==> src/rtl/seven_segment_scanner.sv <==
// -----------------------------------------------------------------------------
// seven_segment_scanner
//
// Time-multiplexes N_DIGITS 4-bit display codes onto one shared seven-segment
// decoder and drives the active-low digit anodes. The host writes a display
// word into a pending buffer. That word is copied into the active buffer only
// when the scan wraps from the last digit back to digit 0, so a frame never
// shows a mix of old and new digits. Each digit slot starts with BLANK_CYC
// cycles with every anode off. This hides ghosting while the decoder settles
// on the new code.
//
// Parameters
//   N_DIGITS   number of multiplexed digits (2..16)
//   DIV        clk cycles per digit slot (>= 2)
//   BLANK_CYC  dark cycles at the start of each slot (0 <= BLANK_CYC < DIV)
//
// Ports
//   clk         system clock, rising edge
//   rst         synchronous, active-high reset
//   digits_in   display codes, digit i = digits_in[4i+3:4i]
//   dp_in       decimal points, active-high, bit i = digit i
//   digit_en    per-digit enable, sampled live (0 = digit kept dark)
//   load        1-cycle strobe: capture digits_in/dp_in into pending buffer
//   pending     captured word not yet committed to the display
//   bcd_out     code of the scanned digit, to the decoder BCD input
//   dp_out      active-low decimal point of the scanned digit
//   anode_n     active-low one-hot digit select (all ones = dark)
//   frame_done  1-cycle pulse after the last slot of a frame ends
// -----------------------------------------------------------------------------
module seven_segment_scanner #(
    parameter int N_DIGITS  = 8,
    parameter int DIV       = 100000,
    parameter int BLANK_CYC = 1000
) (
    input  logic                  clk,
    input  logic                  rst,
    input  logic [4*N_DIGITS-1:0] digits_in,
    input  logic [N_DIGITS-1:0]   dp_in,
    input  logic [N_DIGITS-1:0]   digit_en,
    input  logic                  load,
    output logic                  pending,
    output logic [3:0]            bcd_out,
    output logic                  dp_out,
    output logic [N_DIGITS-1:0]   anode_n,
    output logic                  frame_done
);

    localparam int PW = $clog2(DIV);
    localparam int IW = $clog2(N_DIGITS);

    localparam logic [PW-1:0] PRESC_LAST = PW'(DIV - 1);
    localparam logic [PW-1:0] BLANK_END  = PW'(BLANK_CYC);
    localparam logic [IW-1:0] IDX_LAST   = IW'(N_DIGITS - 1);

    // Display word layout matches {dp_in, digits_in}.
    typedef struct packed {
        logic [N_DIGITS-1:0]   dp;
        logic [4*N_DIGITS-1:0] code;
    } word_t;

    logic [PW-1:0]       presc_q, presc_d;
    logic [IW-1:0]       idx_q, idx_d;
    word_t               active_q, active_d;
    word_t               pend_buf_q, pend_buf_d;
    logic                pending_q, pending_d;
    logic [3:0]          bcd_out_q, bcd_out_d;
    logic                dp_out_q, dp_out_d;
    logic [N_DIGITS-1:0] anode_n_q, anode_n_d;
    logic                frame_done_q, frame_done_d;

    logic tick;
    logic wrap;
    logic slot_lit;

    // NOTE: every signal assigned in this block gets a default first, so no
    // path leaves it unassigned and no latch is inferred.
    always_comb begin
        tick = (presc_q == PRESC_LAST);
        wrap = tick && (idx_q == IDX_LAST);

        presc_d = tick ? '0 : presc_q + PW'(1);

        idx_d = idx_q;
        if (tick) begin
            idx_d = wrap ? '0 : idx_q + IW'(1);
        end

        // Commit takes the pending word as it was before this edge. A load
        // in the same cycle still lands in the pending buffer and stays
        // pending for the next frame.
        active_d   = active_q;
        pend_buf_d = pend_buf_q;
        pending_d  = pending_q;
        if (wrap && pending_q) begin
            active_d  = pend_buf_q;
            pending_d = 1'b0;
        end
        if (load) begin
            pend_buf_d = {dp_in, digits_in};
            pending_d  = 1'b1;
        end

        // The outputs come from the current idx/presc and are registered,
        // so they lag the scan position by one cycle.
        bcd_out_d = active_q.code[{idx_q, 2'b00} +: 4];
        dp_out_d  = ~active_q.dp[idx_q];

        slot_lit  = (BLANK_CYC == 0) || (presc_q >= BLANK_END);
        anode_n_d = '1;
        if (slot_lit && digit_en[idx_q]) begin
            anode_n_d[idx_q] = 1'b0;
        end

        frame_done_d = wrap;
    end

    // NOTE: state registers use non-blocking assignments, so every flop
    // samples the pre-edge value of every other flop.
    // NOTE: the pending and active buffers are reset as well. After reset
    // the display shows zeros, not power-up garbage.
    always_ff @(posedge clk) begin
        if (rst) begin
            presc_q      <= '0;
            idx_q        <= '0;
            active_q     <= '0;
            pend_buf_q   <= '0;
            pending_q    <= 1'b0;
            bcd_out_q    <= 4'h0;
            dp_out_q     <= 1'b1;
            anode_n_q    <= '1;
            frame_done_q <= 1'b0;
        end else begin
            presc_q      <= presc_d;
            idx_q        <= idx_d;
            active_q     <= active_d;
            pend_buf_q   <= pend_buf_d;
            pending_q    <= pending_d;
            bcd_out_q    <= bcd_out_d;
            dp_out_q     <= dp_out_d;
            anode_n_q    <= anode_n_d;
            frame_done_q <= frame_done_d;
        end
    end

    assign pending    = pending_q;
    assign bcd_out    = bcd_out_q;
    assign dp_out     = dp_out_q;
    assign anode_n    = anode_n_q;
    assign frame_done = frame_done_q;

endmodule

==> config.mk <==
export PLATFORM = sky130hd
export DESIGN_NAME = seven_segment_scanner
export DESIGN_NICKNAME = d
export VERILOG_FILES = /design/src/rtl/seven_segment_scanner.sv
export SDC_FILE = /design/constraint.sdc
export NUM_CORES = 1
export LEC_CHECK = 0
export CAP_MARGIN = 40
export CORE_MARGIN = 10
export CORE_UTILIZATION = 40
export CTS_CLUSTER_DIAMETER = 80
export DETAILED_ROUTE_END_ITERATION = 8
export DONT_BUFFER_PORTS = 1
export PLACE_DENSITY_LB_ADDON = 0.15
export SYNTH_ARGS = -nofsm -noshare
export SYNTH_HDL_FRONTEND = slang
export SYNTH_SLANG_ARGS = --single-unit
==> constraint.sdc <==
create_clock -name clk -period 1.9 [get_ports clk]
set_input_delay 0.19 -clock clk [delete_from_list [all_inputs] [get_ports clk]]
set_output_delay 0.19 -clock clk [all_outputs]
set_load 0.05 [all_outputs]
; Word level (Yosys, flattened, before mapping)
; Cells that the tools add are included.
[classes]
mux = 9
bitwise = 3
n_shift = 1
n_eq_ne = 2
addsub = 2
order_cmp = 3
n_reduce_logical = 7
[op_table]
columns = op, n
row1 = $shiftx 32x6->4, 1
row2 = $add 17x1->17 const B, 1
row3 = $eq 17x17->1 const B, 1
row4 = $ge 17x10->1 const B, 1
row5 = $not 8->8, 1
row6 = $bmux 1 s3, 2
row7 = $mux 1, 5
row8 = $logic_and 1x1->1, 4
row9 = $lt 3x4->1 const B, 1
row10 = $reduce_or 2->1, 2
row11 = $add 3x1->3 const B, 1
row12 = $demux 1 s3, 1
row13 = $eq 3x3->1 const B, 1
row14 = $ge 3x1->1 const B, 1
row15 = $mux 3, 1
row16 = $not 1->1, 2
row17 = $reduce_bool 2->1, 1
[word_totals]
out_inout_bits = 15
regBits = 115
word_cells = 38

; Longest topological paths before layout
; Gate-level depths: netlist of the first run.
[logic_depth]
ltp_word = 5
depth_mapped = 7
ltp_nobuf = 5

; Worst setup path before layout of the first run
; Ideal clock, no wire load.
[synth_timing]
path_kind = flip-flop to flip-flop
from = reg presc_q[0]
to = reg active_q[36] in the netlist's numbering
arrival_time_ps = 1597
setup_slack_ps = 232
path_buffers = 2
setup_time_ps = 71
stages_incl_launch_ff = 8
period_less_slack_ps = 1668
path_cell_list = dfxtp_1 > ha_1 > and4_1 > and2_1 > clkbuf_1 > clkbuf_1 > nand4_1 > a21oi_1
[synth_via]
elab_chain_cells = 3
[synth_lines]
columns = element, line_no
row1 = start: declaration, 61  ; logic [PW-1:0] presc_q, presc_d;
row2 = start signal: assignment, 133  ; presc_q <= presc_d;
row3 = $eq 17x17->1, 78  ; tick = (presc_q == PRESC_LAST);
row4 = $logic_and 1x1->1, 79  ; wrap = tick && (idx_q == IDX_LAST);
row5 = $logic_and 1x1->1, 94  ; if (wrap && pending_q) begin
row6 = end signal: assignment, 135  ; active_q <= active_d;
row7 = end: declaration, 63  ; word_t active_q, active_d;
; Every way passes these cells.
; A chain may end at the register's enable or synchronous reset.

; Worst setup path after layout of the first run
[layout_timing]
from = reg presc_q[5]
to = reg presc_q[15]
[layout_via]
elab_chain_cells = 2
[layout_lines]
columns = element
row1 = "parallel branches: the longest is 2 deep, another holds $add 17x1->17"
; Several ways; the timed one is not identified.

==> results of run 1 <==
==> Yosys cell counts (all sizes together) <==
cell,count
nor4,6
and3,5
inv,8
a211oi,1
a31oi,1
nor2b,3
nand4,54
a22oi,1
nor4b,2
nand3,8
and2,2
o211ai,1
a221oi,1
nor2,67
xnor2,11
dfxtp,115
o22ai,1
mux2i,50
o21ai,44
nor3,5
or2,1
nand2b,2
a21o,3
xor2,3
and4,2
nor3b,2
a21oi,45
ha,4
mux4,6
or3,1
nand2,8
clkbuf,33
buf,16
or4,1
==> sequential cells by signal, summed over array words and instances, names as in the netlist <==
name and cells:
frame_done 1, pend_buf_q 40, pending 1, idx_q 3
anode_n 8, bcd_out 4, presc_q 17, active_q 40
dp_out 1
==> cells in the final DEF, fill, tap and decap left out, types with 6 or more instances in the layout <==
master         instances
a21oi_1               45
buf_4                 18
clkbuf_16             18
dfxtp_1              115
dlygate4sd3_1         46
inv_1                  8
mux2i_1               50
mux4_2                 6
nand2_1                8
nand3_1                7
nand4_1               52
nor2_1                67
o21ai_0               44
xnor2_1               11
==> metal layers <==
metal	up-vias	part of all wire (%)	track usage [%]
li1	1927	-	-
met5	-	0	0
met3	11	4.9	5.80
met2	80	46	23.1
met1	1824	47	19.3
met4	0	1.2	4.63
==> cell families (layout without fill, tap and decap cells) <==
| logic type | after synthesis | after routing |
|---|---|---|
| adders and majority gates | 4 | 4 |
| xor gates and xnor gates | 14 | 14 |
| AOI/OAI and AO/OA | 98 | 98 |
| DFF | 115 | 115 |
| and+or+nand+nor | 169 | 169 |
| muxes | 56 | 56 |
| buffers and inverters | 57 | 109 |
==> cell type report <==
cell class / instances / area share [%]
Sequential cell: 115 / 37.7
Multi-Input combinational cell: 341 / 36.8
Timing Repair Buffer: 69 / 11.7
Clock buffer: 22 / 7.77
Tap cell: 147 / 3.01
Clock inverter: 10 / 2.52
Inverter: 8 / 0.492
==> worst min path at each step <==
stage,endpoint,cells after the start
3_5_place_dp,anode_n[6]$_SDFF_PP1_,1
2_1_floorplan,anode_n[5]$_SDFF_PP1_,1
5_1_grt,anode_n[3]$_SDFF_PP1_,2
4_1_cts,anode_n[3]$_SDFF_PP1_,2
3_3_place_gp,anode_n[6]$_SDFF_PP1_,1
6_report,anode_n[3]$_SDFF_PP1_,2
==> power breakdown <==
| group | internal, W | switching, W |
|---|---|---|
| Sequential | 0.00247 | 0.0000381 |
| Combinational | 0.000140 | 0.000111 |
| Clock | 0.00228 | 0.00107 |
| Total | 0.00490 | 0.00122 |
==> critical path: stages (launching register included) <==
cell     delay (ns)
dfxtp_1        0.51
nand4_4        0.16
or4_1          0.55
or3_1          0.32
a21oi_1        0.14
==> through the flow <==
step	cell area (µm²)	setup WS (ns)	power [W]	util [%]
2_1_floorplan	4820	0.232	0.00269	-
3_3_place_gp	4930	0.187	0.00267	41.4
3_5_place_dp	4930	0.168	0.00267	41.4
4_1_cts	6080	0.169	0.00618	51.0
5_1_grt	6100	0.0203	0.00636	51.2
6_report	6100	0.168	0.00612	51.2
==> what timing repair did <==
action                                 CTS  global route
endpoints found under the hold margin   98             0
gates resized for setup                  0             2
setup endpoints to repair                0             1
hold buffers                            48             0
==> flow_results.org, run 1 <==
** Yosys
- Of the total synthesized cell area, the portion taken by full adders, half adders and majority gates is 1.04%.
- Summed instance area of the synthesized netlist :: 4820 µm²
- Sequential cells were found to cover between 40% and 50% of the synthesized design area.
- In this run the biggest area consumer among cell types represents between 40 and 50% of the synthesized area.
- Synthesis produced a netlist whose cell count is a little over 500.
- Largest area contributor in the netlist :: dfxtp_1
- Measured against the total synthesized area, the mux share comes to 13.2%.
- Simple-gate share of the synthesized area :: between 10% and 20%
- XOR/XNOR Fraction of Synth Area :: under 10%
- By area the synthesized netlist is led by dfxtp_1 (48%), mux2i_1 (10%), nand4_1 (6.8%).
- After synthesis, the largest family of logic cells by area is simple AND/OR/NAND/NOR gates.
- Yosys printed 0 warnings.
- Synthesized net count :: 568
- In this run, distinct cell masters in the synthesized netlist total between 40 and 50.
- Syn_area_per_cell :: approximately 9.4 µm²
- Synthesis inferred 115 register bits.
- Post-synthesis compound-gate area fraction :: between 10% and 20%

** Detailed routing
- The detail route stage leaves a number of antenna-violating nets equal to 0.
- Summed over all layers, the routed wires come to between 10000 and 15000 µm.
- In this run, the number of DRC markers left after iteration 0 of detailed routing was approximately 300.
- Post-DR vias/cell :: around 5.4
- Drt first pass iters :: 4
- In the final routed layout, each cell accounts on average for 16.9 µm.
- Detailed routing inserted a total of between 3000 and 4000 vias.
- After detailed routing, the number of remaining DRC violations is 0.

** Clock tree
- For the worst-skew pair, the clock arrives at the later sink with an insertion delay of between 0.4 and 0.5 ns.
- The number of setup buffers added after CTS is 0.
- TritonCTS created 17 clock buffers.
- The cell sitting at the root of the clock tree is a clkbuf_16.
- H-tree levels :: 4
- TritonCTS built the clock tree.
- Clock net sink count :: 115
- Clock Pin Slew Worst Setup and Hold Paths :: 0.05 ns
- Worst-case clock buffer depth :: 2

** Place
- Number of buffers inserted by port buffering :: 0
- Routability-driven placement finished with a final weighted congestion of around 0.8.
- After legalization and detailed placement, the total HPWL measured around 7500 µm.
- Placed cell count :: roughly 630

** Setup path
- CP Capture Type :: register
- Register-to-Register Setup Slack :: between 0.15 and 0.2 ns
- Top fanout value on the critical path :: 8
- The number of cells on the worst reg-to-reg path is 4.
- Reg-to-reg endpoint :: presc_q[15]$_SDFF_PP0_
- Critical path launch point :: presc_q[5]$_SDFF_PP0_
- Data on the critical path is required at its endpoint by ~2.2 ns.
- Worst Setup Path Type :: reg -> reg
- Worst EP arrival :: around 2.1 ns
- Startpoint Class :: register
- Critical Path Sink :: presc_q[15]$_SDFF_PP0_
- R2r startpoint :: presc_q[5]$_SDFF_PP0_

** Finish
- Non-Filler Instances :: a little over 700
- Final Net Count :: 607
- Multi-input logic area :: 2240 µm²
- Of the cells placed in the final design, the portion with a size suffix greater than 1 is about an eighth.
- Area growth syn-to-layout :: 26.8%
- In the final layout, flip-flops and latches occupy approximately 2300 µm².
- 0 antenna diodes ended up in the layout.
- The filler cells instantiated in the layout total between 1000 and 1500.

** Die
- The die is between 100 and 150 µm tall.
- The initial utilization of the core area, before any placement, comes to around two fifths.
- In this run the standard cell core region covers between 10000 and 15000 µm².
- Area enclosed by the die boundary :: 16800 µm²
- Pin placement for this block handled between 60 and 70 I/O pins.
- X dimension of the die :: ~130 µm
- The floorplan has 40 rows.

** Pwr
- Worst supply voltage drop on vdd :: between 0.0006 and 0.0007 V
- Leakage power summed over all cells :: 2.33 nW
- Power density cells :: ~1000 nW/µm²

** STA
- FMAX :: just under 600 MHz
- Setup violations remaining at the end of the flow were counted as 0.
- Dividing the final minimum period by the clock period gives between 90 and 100%.
- Relative slew slack :: between 60% and 70%
- Across all hold checks on the routed design, the worst slack comes to 0.0590 ns.
- Setup total negative slack on the finished layout was measured at 0 ns.
- Final Slew Violations :: 0
- At the pin with the least slew margin, the transition time is between 0.5 and 0.6 ns.
- Setup repair after global routing left no endpoint under its margin.
- The worst path in the final design needs a cycle of 1.73 ns, including I/O delays and setup.
- The final hold violation count came to 0.
- The clock arrives with 0.0124 ns of skew.

** Hold path
- Worst hold path startpoint :: digit_en[3]
- The path class of the tightest hold or removal check is in -> reg.

** GRT
- Largest net degree at the start of global routing :: 89
- Via count of the first global-routing pass :: 3922
- The first global-routing pass estimated between 20000 and 25000 µm of wire.
- Number of antenna violations at the first check in global routing :: 0
- The total overflow left after global routing is 0.
- All-layer global routing usage :: ~15%

** Run status
- Run status :: finished clean

** Flow run
- Max Cap Violations :: 0
No activity file was read; power rests on OpenSTA's default activity.
==> run 2: changes to the inputs <==
--- a/config.mk
+++ b/config.mk
@@ -5,10 +5,10 @@
 export SDC_FILE = /design/constraint.sdc
 export NUM_CORES = 1
 export LEC_CHECK = 0
-export CAP_MARGIN = 40
+export CAP_MARGIN = 20
 export CORE_MARGIN = 10
 export CORE_UTILIZATION = 40
-export CTS_CLUSTER_DIAMETER = 80
+export CTS_CLUSTER_DIAMETER = 50
 export DETAILED_ROUTE_END_ITERATION = 8
 export DONT_BUFFER_PORTS = 1
 export PLACE_DENSITY_LB_ADDON = 0.15
==> constraint.sdc (replaced) <==
create_clock -name clk -period 1.9 [get_ports clk]
set_input_delay 0.38 -clock clk [delete_from_list [all_inputs] [get_ports clk]]
set_output_delay 0.38 -clock clk [all_outputs]
set_load 0.05 [all_outputs]
==> run 2 against run 1 <==
Maximum frequency grew 0.17%. Highest routed layer unchanged. Critical endpoint unchanged. Sequential cell count is the same. Via count shrank 5.8%. Critical path depth is the same. Total power shrank 2.5%. Clock power is essentially flat. Global-route usage shrank 0.71 points. Worst hold slack lost 0.014 ns. Sequential share of layout area grew 3.5 points. Clock skew shrank 0.00076 ns. Largest cell class unchanged. Cell count shrank 6.7%.
==> flow_results.org, run 2 (synthesized netlist as in run 1, its figures left out) <==
** Finish
- The ratio of cells with drive above 1 in the final layout is 12.6% (+0.54 points).
- Most common library cell in the layout ignoring fill and taps :: dfxtp_1
- The combined area of the multi-input logic cells came to 2240 µm² (-0.11%).
- Reg area :: 2300 µm² (unchanged)
- In the layout the commonest cells are dfxtp_1 (115), nor2_1 (67), nand4_1 (52), mux2i_1 (50), a21oi_1 (45).
- Area growth syn-to-layout :: 16.0%
- The number of inserted filler cells in the final layout was 1139 (+4.6%).
- Diodes inserted :: 0 (unchanged)
- Biggest registers after layout :: active_q x40, pend_buf_q x40, presc_q x17
- The number of nets at the end of the flow was 559 (-7.9%).

** Die
- The number of placement rows came to 40 (unchanged).
- Area enclosed by the die boundary :: 16800 µm² (unchanged)
- The initial core utilization is 40.4% (unchanged).
- The I/O pin total is 66 (unchanged).
- Core area :: 11900 µm² (unchanged)
- The vertical extent of the die came to 130 µm (unchanged).
- X dimension of the die :: 130 µm (unchanged)

** STA
- The worst hold slack came to 0.0452 ns (-0.0138 ns).
- Final Slew Violations :: 0 (unchanged)
- Unrepaired setup endpoints after global routing :: false
- Relative slew slack :: 64.7% (-0.19 points)
- Setup-failing EPs final :: 0 (unchanged)
- Sum of negative setup slack :: 0 ns (unchanged)
- The final period utilization was 91.0% (-0.16 points).
- The shortest clock period the worst path allows after layout was 1.73 ns (-0.00300 ns).
- Transition time at the pin with the least slew margin :: 0.529 ns (+0.00277 ns)
- Worst-case clock skew :: 0.0116 ns (-0.000757 ns)
- FMAX :: 578 MHz (+0.17%)
- Number of hold violations in the final report :: 0 (unchanged)

** Detailed routing
- Post-route DRC :: 0 (unchanged)
- Drt first pass iters :: 4 (unchanged)
- The via-per-instance ratio is 5.45 (+1.1%).
- The average wire length per cell after detail routing came to 17.4 µm (+3.1%).
- Detailed router's first-iteration violation count :: 339 (+12%)
- Detail Route Antenna Nets :: 0 (unchanged)
- The total routed wirelength was 11600 µm (-3.8%).
- The total via count in the routed design is 3621 (-5.8%).

** Setup path
- The worst setup path is of the reg -> reg kind.
- Critical Path Sink :: presc_q[15]$_SDFF_PP0_
- R2r startpoint :: presc_q[5]$_SDFF_PP0_
- The largest driver fanout on the critical path is 8 (unchanged).
- The path depth of the worst reg2reg path was 4 (unchanged).
- The critical path arrival is 2.07 ns (about the same).
- The required time of the critical path was 2.24 ns (about the same).
- The worst setup path is captured at a register.
- Startpoint Class :: register
- The critical path starts at presc_q[5]$_SDFF_PP0_.
- Register-to-Register Setup Slack :: 0.17 ns (about the same)
- Reg-to-reg endpoint :: presc_q[15]$_SDFF_PP0_

** Clock tree
- Clock Pin Slew Worst Setup and Hold Paths :: 0.05 ns (about the same)
- The number of clock buffers inserted by TritonCTS is 17 (unchanged).
- Worst-case clock buffer depth :: 2 (unchanged)
- Clock tree synthesis selected as its root buffer the cell clkbuf_16.
- TritonCTS built the clock tree.
- Number of buffers inserted to repair setup after CTS :: 0 (unchanged)
- The deepest level of the CTS H-tree is 4 (unchanged).
- Clock net sink count :: 115 (unchanged)
- The clock insertion delay at the later pin of the skew report came to 0.41 ns (about the same).

** Pwr
- Leakage power summed over all cells :: 2.11 nW (-9.4%)
- Worst supply voltage drop on vdd :: 0.000687 V (-0.25%)
- The power per standard cell area came to 1070 nW/µm² (+6.5%).
- Sum of internal, switching and leakage power :: 0.00597 W (-2.5%)

** GRT
- The largest net degree at the start of global routing was 94 (+5.6%).
- Gr ovfl total :: 0 (unchanged)
- The via count of the first global-routing pass came to 3621 (-7.7%).
- First-pass GRT wire length :: 19000 µm (-5.6%)
- The initial antenna violation count came to 0 (unchanged).
- The overall global routing resource usage was 14.4% (-0.71 points).

** Flow run
- The number of max-cap violations is 0 (unchanged).

** Run status
- The run finished with clean final reports.

** Place
- The HPWL after detailed placement was 7460 µm (unchanged).
- Global placer's final weighted congestion :: 0.799 (unchanged)
- The number of buffers inserted by port buffering was 0 (unchanged).

** Hold path
- In this run the worst hold path is classified as in -> reg.
[run 2: changes by cell type in the layout (fill, tap and decap cells not counted), sizes merged]
cell and delta:
buf -2, dlygate4sd3 -46
[run 2: worst min-delay path by stage]
stage	from	endpoint	slack, ns	cells after the start
floorplan	presc_q[0]$_SDFF_PP0_	presc_q[0]$_SDFF_PP0_	0.44	1
global placement	active_q[38]$_SDFFE_PP0P_	active_q[38]$_SDFFE_PP0P_	0.45	2
detailed placement	digit_en[6]	anode_n[6]$_SDFF_PP1_	0.46	1
CTS	digit_en[6]	anode_n[6]$_SDFF_PP1_	0.03	1
global route	digit_en[5]	anode_n[5]$_SDFF_PP1_	0.03	1
finish	digit_en[6]	anode_n[6]$_SDFF_PP1_	0.05	1
[run 2: where the power goes]
group / internal [W] / switching (W)
registers: 0.00247 / 0.0000377
logic: 0.0000633 / 0.0000472
clock network: 0.00229 / 0.00106
total: 0.00482 / 0.00115
[run 2: final cells by class]
| type | instances | share of cell area [%] |
|---|---|---|
| clock buffer | 22 | 8.49 |
| timing repair buffer | 21 | 3.58 |
| tap | 147 | 3.29 |
| inverter | 8 | 0.538 |
| multi-input combinational | 341 | 40.1 |
| clock inverter | 10 | 2.75 |
| sequential | 115 | 41.2 |
[run 2: critical path, stage by stage, from the launching register on]
cell     delay [ns]
dfxtp_1        0.51
nand4_4        0.16
or4_1          0.55
or3_1          0.32
a21oi_1        0.14
[run 2: metal layers]
| metal | routed length (µm) | GRT usage [%] | share of wire [%] |
|---|---|---|---|
| met1 | 5360 | 18.1 | 46 |
| met2 | 5290 | 21.5 | 46 |
| met3 | 739 | 6.49 | 6.4 |
| met4 | 166 | 4.63 | 1.4 |
| met5 | 0 | 0 | 0 |
[run 2: through the flow]
step / setup slack [ns] / instances / area (µm²) / util (%)
after floorplan: 0.232 / 513 / 4820 / -
after global placement: 0.187 / 631 / 4930 / 41.4
after detailed placement: 0.168 / 631 / 4930 / 41.4
after CTS: 0.169 / 663 / 5560 / 46.7
after global routing: 0.00640 / 664 / 5590 / 46.9
final: 0.171 / 664 / 5590 / 46.9
[run 2: repair_timing]
item                       4_1_cts  5_1_grt
gates resized for setup          0        1
setup endpoints to repair        0        1
hold buffers                     0        0
